File: config.mk
export PLATFORM = sky130hd
export DESIGN_NAME = uart_rx
export DESIGN_NICKNAME = d
export VERILOG_FILES = /design/src/rtl/uart_pkg.sv /design/src/rtl/uart_sync.sv /design/src/rtl/uart_rx.sv
export SDC_FILE = /design/constraint.sdc
export NUM_CORES = 1
export LEC_CHECK = 0
export ABC_AREA = 1
export CAP_MARGIN = 20
export CORE_MARGIN = 2
export CORE_UTILIZATION = 65
export CTS_BUF_LIST = sky130_fd_sc_hd__clkbuf_8
export DETAILED_ROUTE_END_ITERATION = 7
export DONT_BUFFER_PORTS = 1
export GPL_ROUTABILITY_DRIVEN = 0
export PLACE_DENSITY = 0.83
export SYNTH_ARGS = -nofsm -noshare
export SYNTH_HDL_FRONTEND = slang
export SYNTH_SLANG_ARGS = --single-unit
File: constraint.sdc
create_clock -name clk -period 1.9 [get_ports clk]
set_input_delay 0.38 -clock clk [delete_from_list [all_inputs] [get_ports clk]]
set_output_delay 0.38 -clock clk [all_outputs]
set_load 0.05 [all_outputs]
File: src/rtl/uart_pkg.sv
// uart_pkg: shared UART types and constants for the receiver and transmitter.
package uart_pkg;
  typedef enum logic [2:0] {IDLE, START, DATA, PARITY, STOP} rx_state_t;
  localparam int DEFAULT_CLKS_PER_BIT = 193;
  localparam int UART_DATA_BITS = 8;
endpackage

File: src/rtl/uart_sync.sv
// uart_sync: N-flop synchronizer for an asynchronous input, preset to 1 on reset.
module uart_sync #(
  parameter int N = 2
) (
  input  logic clk,
  input  logic reset,
  input  logic d,
  output logic q
);
  logic [N-1:0] ff_q, ff_d;
  always_comb ff_d = {ff_q[N-2:0], d};
  always_ff @(posedge clk or negedge reset)
    if (!reset) ff_q <= '1;
    else ff_q <= ff_d;
  assign q = ff_q[N-1];
endmodule

File: src/rtl/uart_rx.sv
// uart_rx: 8N1 UART receiver with a single-entry valid/ready output buffer.
// Define UART_RX_PARITY_EN for 8E1 frames (even parity bit after data bit 7).
module uart_rx
  import uart_pkg::*;
#(
  parameter int CLKS_PER_BIT = DEFAULT_CLKS_PER_BIT,
  parameter int SYNC_STAGES  = 2
) (
  input  logic                      clk,
  input  logic                      reset,
  input  logic                      rx,
  output logic [UART_DATA_BITS-1:0] rx_data,
  output logic                      rx_valid,
  input  logic                      rx_ready,
  output logic                      frame_err,
  output logic                      overrun_err,
  output logic                      parity_err,
  output logic                      busy
);
  localparam int CW = $clog2(CLKS_PER_BIT);
  localparam int BW = $clog2(UART_DATA_BITS);
  localparam logic [CW-1:0] HALF = CW'(CLKS_PER_BIT / 2);
  localparam logic [CW-1:0] LAST = CW'(CLKS_PER_BIT - 1);
  localparam logic [BW-1:0] LAST_BIT = BW'(UART_DATA_BITS - 1);
`ifdef UART_RX_PARITY_EN
  localparam rx_state_t AFTER_DATA = PARITY;
`else
  localparam rx_state_t AFTER_DATA = STOP;
`endif
  rx_state_t state_q, state_d;
  logic [CW-1:0] cnt_q, cnt_d;
  logic [BW-1:0] bit_q, bit_d;
  logic [UART_DATA_BITS-1:0] sh_q, sh_d, data_q, data_d;
  logic armed_q, armed_d, valid_q, valid_d, fe_q, fe_d, ov_q, ov_d;
  logic rx_s, tick, stop_smp, par_bad, good, load;
  uart_sync #(.N(SYNC_STAGES)) u_sync (.clk(clk), .reset(reset), .d(rx), .q(rx_s));
  assign tick = cnt_q == LAST;
`ifdef UART_RX_PARITY_EN
  logic par_q, par_d, pe_q, pe_d;
  assign par_bad = ^{sh_q, par_q};
`else
  assign par_bad = 1'b0;
`endif
  // armed_q blocks re-triggering on a held-low line until it has been seen high
  always_comb begin
    state_d  = state_q;
    cnt_d    = tick ? '0 : cnt_q + 1'b1;
    bit_d    = bit_q;
    sh_d     = sh_q;
    armed_d  = armed_q;
    stop_smp = 1'b0;
`ifdef UART_RX_PARITY_EN
    par_d    = par_q;
`endif
    case (state_q)
      IDLE: begin
        cnt_d   = '0;
        bit_d   = '0;
        armed_d = armed_q | rx_s;
        if (armed_q && !rx_s) state_d = START;
      end
      START: begin
        cnt_d = (cnt_q == HALF) ? '0 : cnt_q + 1'b1;
        if (cnt_q == HALF) state_d = rx_s ? IDLE : DATA;
      end
      DATA: begin
        if (tick) begin
          sh_d  = {rx_s, sh_q[UART_DATA_BITS-1:1]};
          bit_d = bit_q + 1'b1;
          if (bit_q == LAST_BIT) state_d = AFTER_DATA;
        end
      end
`ifdef UART_RX_PARITY_EN
      PARITY: begin
        if (tick) begin
          par_d   = rx_s;
          state_d = STOP;
        end
      end
`endif
      STOP: begin
        if (tick) begin
          stop_smp = 1'b1;
          state_d  = IDLE;
          armed_d  = rx_s;
        end
      end
      default: state_d = IDLE;
    endcase
  end
  always_comb begin
    good    = stop_smp && rx_s && !par_bad;
    load    = good && (!valid_q || rx_ready);
    data_d  = load ? sh_q : data_q;
    valid_d = load | (valid_q & ~rx_ready);
    fe_d    = stop_smp & ~rx_s;
    ov_d    = good & valid_q & ~rx_ready;
  end
  always_ff @(posedge clk or negedge reset)
    if (!reset) begin
      state_q <= IDLE;
      cnt_q   <= '0;
      bit_q   <= '0;
      sh_q    <= '0;
      armed_q <= 1'b0;
      data_q  <= '0;
      valid_q <= 1'b0;
      fe_q    <= 1'b0;
      ov_q    <= 1'b0;
    end else begin
      state_q <= state_d;
      cnt_q   <= cnt_d;
      bit_q   <= bit_d;
      sh_q    <= sh_d;
      armed_q <= armed_d;
      data_q  <= data_d;
      valid_q <= valid_d;
      fe_q    <= fe_d;
      ov_q    <= ov_d;
    end
`ifdef UART_RX_PARITY_EN
  assign pe_d = stop_smp & rx_s & par_bad;
  always_ff @(posedge clk or negedge reset)
    if (!reset) begin
      par_q <= 1'b0;
      pe_q  <= 1'b0;
    end else begin
      par_q <= par_d;
      pe_q  <= pe_d;
    end
  assign parity_err = pe_q;
`else
  assign parity_err = 1'b0;
`endif
  assign rx_data     = data_q;
  assign rx_valid    = valid_q;
  assign frame_err   = fe_q;
  assign overrun_err = ov_q;
  assign busy        = state_q != IDLE;
endmodule

# Word level (Yosys, flattened, before mapping)
# Cells that the tools add are included.
# word_totals
regBits	36
inputBits	4
out_inout_bits	13
word_cells	61
# classes
add_sub_neg	2
eq_ne	11
muxes	16
bitwise_logic	8
reduce_logical	14
# ops
op	count
two-way mux 3 bit	6
two-way mux 8 bit	2
case mux 8 bit (2 select lines)	1
case mux 3 bit (4 select lines)	1
inequality test 2 bit (second input constant)	5
adder 8 x 1 -> 8 bit (second input constant)	1
equality test 8 x 7 -> 1 bit (second input constant)	1
equality test 8 bit (second input constant)	1
equality test 3 bit (second input constant)	2
case mux 3 bit (2 select lines)	1
AND reduction 2 bit	3
AND reduction 5 bit	1
AND 1 bit	4
nonzero test 2 bit	2
adder 3 x 1 -> 3 bit (second input constant)	1
equality test 3 x 1 -> 1 bit (second input constant)	1
equality test 3 x 2 -> 1 bit (second input constant)	1
logical AND 1 bit	3
zero test 3 bit	1
two-way mux 1 bit	3
nonzero test 3 bit	1
zero test 1 bit	2
two-way mux 2 bit	1
NOT 1 bit	2
other kinds (3)	4

# Longest topological paths before layout
# logic_depth
word_depth	6
mapped_depth	11
depth_no_buf	11

# Hierarchy
# Synthesis repeated with hierarchy kept, for this count alone.
# unflattened
cells_unflattened	177
area_unflattened_um2	1650.3
# by_module_without_submodules
mod	n_inst	cells_each	area_each_um2	seq_area_each_um2
uart_rx	1	175	1597.8	850.8
uart_sync	1	2	52.6	52.6

# Worst setup path after synthesis
# Ideal clock, no wire load.
# synth_timing
kind	reg2reg
from	register cnt_q[0]
to	register data_q[6] (netlist: rx_data[6])
setup_ns	0.119
arrival_time_ns	1.322
required_time_ns	1.781
slack_ns	0.459
stages_incl_launch_ff	11
path_buffers	1
period_less_slack_ns	1.441
cell_sequence	dfrtp_1 inv_1 ha_1 nand2_2 nor2_4 nand2_4 nor2_8 nand3_4 buf_6 nand2_2 o21ai_2
# synth_via
elab_chain_len	5
# synth_rtl
item	line_no	text
start: declaration	uart_rx.sv:31	logic [CW-1:0] cnt_q, cnt_d;
start signal: assignment	uart_rx.sv:112	cnt_q <= cnt_d;
equality test 8 bit	uart_rx.sv:37	assign tick = cnt_q == LAST;
two-way mux 1 bit	uart_rx.sv:82	if (tick) begin
two-way mux 1 bit	uart_rx.sv:55	case (state_q)
logical AND 1 bit	uart_rx.sv:92	good = stop_smp && rx_s && !par_bad;
logical AND 1 bit	uart_rx.sv:93	load = good && (!valid_q || rx_ready);
end signal: assignment	uart_rx.sv:116	data_q <= data_d;
end: declaration	uart_rx.sv:33	logic [UART_DATA_BITS-1:0] sh_q, sh_d, data_q, data_d;
# Every way passes these cells.
# A chain may end at the register's enable or synchronous reset.

# Final worst setup path
# layout_timing
from	register state_q[2]
to	output busy
# layout_via
elab_chain_len	1
# layout_rtl
item	line_no	text
start: declaration	uart_rx.sv:30	rx_state_t state_q, state_d;
start signal: assignment	uart_rx.sv:111	state_q <= state_d;
nonzero test 3 bit	uart_rx.sv:139	assign busy = state_q != IDLE;
end: declaration	uart_rx.sv:18	output logic busy
# Every way passes these cells.

==> impl_metrics.csv <==
group,metric,value,unit
yosys,netlist_instances,179,
global_routing,grt_pass1_vias,1069,
detailed_routing,vias,1156,
detailed_routing,first_pass_iters,5,
yosys,synthesis.nets,187,
critical_path,cp-endpoint,"busy",
placed_design,port_buffers,0,
yosys,ys_seq_area_frac,0.5457,
critical_path,startpoint,"state_q[2]",
global_routing,antenna_found_initial,0,
power_and_ir_drop,comb_power_share,0.258,
clock_tree,clk_root_buffer_cell,"clkbuf_8",
yosys,synth_top_area_share,0.5140,
critical_path,slowest_delay,400,ps
run,drv_cap,0,
critical_path,reg2regPathDepth,9,
clock_tree,h-tree-depth,2,
detailed_routing,drtAntennaViolNets,0,
finish,area_growth,9.297,%
die,initial_utilization,0.6743,
sta,finalHoldViolCount,0,
clock_tree,clk_path_buf_depth,2,
yosys,synthTopCellsByArea,"dfrtp_1 (51%), nand2_1 (9.3%), inv_1 (5.0%)",
critical_path,r2r-end,"rx_data[7]",
die,fp.dieH,54.47,um
hold_path,hp-class,"in -> reg",
critical_path,worst_r2r_startpoint,"cnt_q[0]",
global_routing,grt_use_met1,0.2904,
yosys,synthArstFlopShare,1.000,
clock_tree,cts_setup_buffers,0,
sta,skew,7.568,ps
global_routing,grt_max_degree,37,
power_and_ir_drop,p_sw_frac,0.3376,
global_routing,use_met3,0.06557,
sta,period_needed,1635,ps
critical_path,setup.worst_path.class,"reg -> out",
detailed_routing,routedWlPerCell,12.89,um
die,io_pins,17,
detailed_routing,routed_wl,2824,um
detailed_routing,drc,0,
sta,final-setup-viol-count,0,
power_and_ir_drop,power.share.sequential,0.459,
finish,diodes,0,
yosys,yosysUniqueCellTypes,27,
clock_tree,clk_latency,290,ps
clock_tree,clkSinkCount,36,
sta,max_freq,0.6117,GHz
clock_tree,numCtsBuffers,5,
critical_path,end_kind,"output port",
critical_path,cp_slowest_cell,"dfrtp_1",
sta,fin_tns_setup,0,ps
run_status,status,"complete, no violations",
critical_path,reg2reg_setup_slack,310,ps
power_and_ir_drop,intPower,1.251,mW
global_routing,grt_use_total,0.2349,
critical_path,critPathArrivalTime,1250,ps
yosys,synth_edf_count,0,
yosys,yosysWarnings,0,
power_and_ir_drop,power_frac_clock,0.283,
global_routing,grt.busiest_layer,"met2",
detailed_routing,viasPerCell,5.279,
sta,rsz0062_at_grt,"no",
sta,slew_violations,0,
finish,nFillCells,181,
power_and_ir_drop,vdd_drop_max,842.3,uV
die,coreArea,0.002455,mm2
critical_path,worstPathCellList,"nor2_1, nand2_1, buf_4",
die,die_area,0.002966,mm2
die,fp-row-count,18,
global_routing,grt_pass1_wl,4664,um
yosys,avgSynthCellArea,9.248,um2
sta,fin_crit_sh,0.8605,
detailed_routing,drtIter0Drc,26,
clock_tree,clk_pin_slew,70,ps
yosys,synth_area,0.001655,mm2
power_and_ir_drop,switchingPower,0.6374,mW
global_routing,grt_use_met2,0.3675,
critical_path,cp_data_required_time,1520,ps
critical_path,cp_max_fo,4,
sta,whs,90.72,ps
finish,drive_gt1_frac,0.2063,
global_routing,overflow,0,
finish,layout.nets,196,
yosys,synth_top_flop_cell,"dfrtp_1",
yosys,synth_top_cell_by_area,"dfrtp_1",
yosys,yosys_register_bits,36,
placed_design,hpwl,2075,um
power_and_ir_drop,power.leakage,0.9272,nW
die,die_x,54.47,um
hold_path,whs_path_depth,0,
critical_path,crit_path_start_kind,"register",
clock_tree,cts_tree,"done",
power_and_ir_drop,power_density,1044,mW/mm2
[state kept, by name, indices dropped and copies added (netlist names)]
signal       flops
state_q          3
cnt_q            8
bit_q            3
rx_valid         1
armed_q          1
frame_err        1
u_sync.ff_q      2
rx_data          8
sh_q             8
overrun_err      1
[layout by cell type, fill, tap and decap left out]
| master | n |
|---|---|
| clkbuf_8 | 6 |
| nor2_1 | 19 |
| nand2_4 | 1 |
| inv_1 | 24 |
| ha_1 | 4 |
| nand3_4 | 1 |
| nand2_1 | 41 |
| a21oi_1 | 3 |
| nand3_1 | 3 |
| conb_1 | 1 |
| nor3b_2 | 1 |
| buf_12 | 1 |
| o21ai_1 | 1 |
| o21ai_2 | 8 |
| dlygate4sd3_1 | 1 |
| nand2_2 | 5 |
| nor2_4 | 2 |
| mux2i_1 | 1 |
| nor3_1 | 3 |
| nand4_1 | 3 |
| nor2_2 | 1 |
| nand3_2 | 1 |
| buf_4 | 3 |
| dfrtp_1 | 34 |
| dfstp_2 | 2 |
| inv_2 | 6 |
| o22ai_1 | 1 |
| o21ai_0 | 11 |
| nor2_8 | 1 |
[power groups by stage]
stage	clock (mW)	sequential (mW)	combinational, mW
after floorplan	0	0.871	0.377
after global placement	0	0.877	0.445
after detailed placement	0	0.882	0.462
after CTS	0.548	0.868	0.488
after global routing	0.573	0.878	0.556
final	0.534	0.867	0.487
[Yosys cell counts (2+ instances only)]
library cell and count:
a21oi_1 3, nand4_1 3, nor2_1 19, o21ai_2 8
nand2_1 41, inv_2 6, o21ai_0 11, inv_1 22
nand2_2 5, nor2_4 2, dfrtp_1 34, nor3_1 3
dfstp_2 2, ha_1 4, buf_4 2, nand3_1 3
[stage by stage]
stage / setup WS [ps] / cell area [um2] / instances / util / total power, mW
6_report: 265.1 / 1809 / 219 / 0.7370 / 1.888
3_3_place_gp: 399.4 / 1689 / 209 / 0.6881 / 1.321
5_1_grt: 148.8 / 1809 / 219 / 0.7370 / 2.007
2_1_floorplan: 459.4 / 1655 / 179 / - / 1.248
4_1_cts: 247.5 / 1809 / 219 / 0.7370 / 1.904
3_5_place_dp: 324.0 / 1689 / 209 / 0.6881 / 1.344
[worst max-delay path: cells and delay by family (launching register included)]
| kind | cells | cell delay [ps] |
|---|---|---|
| buffers and inverters | 1 | 220 |
| AND/OR/NAND/NOR | 2 | 340 |
| flip-flops | 1 | 400 |
[routing by layer]
metal  up-vias  part of all wire
met5         -                 0
met1       539              0.44
met4         0             0.021
met2        36              0.49
met3         8             0.051
li1        573                 -
[how the worst min path moves through the flow]
stage                                 to  slack, ps  start
final                     u_sync.ff_q[0]         90     rx
after CTS                 u_sync.ff_q[0]         80     rx
after detailed placement        bit_q[0]         90  reset
after floorplan                  armed_q         80  reset
after global routing      u_sync.ff_q[0]         70     rx
after global placement          cnt_q[6]         90  reset
[logic make-up after synthesis]
| group | count (synthesis) | share of synthesized area |
|---|---|---|
| adder cells (fa/ha/maj) | 4 | 0.03024 |
| buffers and inverters | 31 | 0.07936 |
| other | 1 | 0.002265 |
| flip-flops | 36 | 0.5457 |
| multiplexers | 1 | 0.006047 |
| AO/OA/AOI/OAI | 24 | 0.09146 |
| AND/OR/NAND/NOR | 82 | 0.2449 |
[timing repair]
item | CTS | global route
gates resized for setup | 0 | 0
hold buffers | 2 | 0
endpoints found under the hold margin | 36 | 0
[layout make-up]
type                       count  area (um2)  area share
clock buffer                   6       82.58     0.04564
timing repair buffer           5       52.55     0.02905
clock inverter                 2       7.507    0.004149
multi-input combinational    112       620.6      0.3430
tap                           30       37.54     0.02075
sequential                    36       903.4      0.4993
inverter                      28       105.1     0.05809
Note: power is estimated with default switching activity, not from simulation.
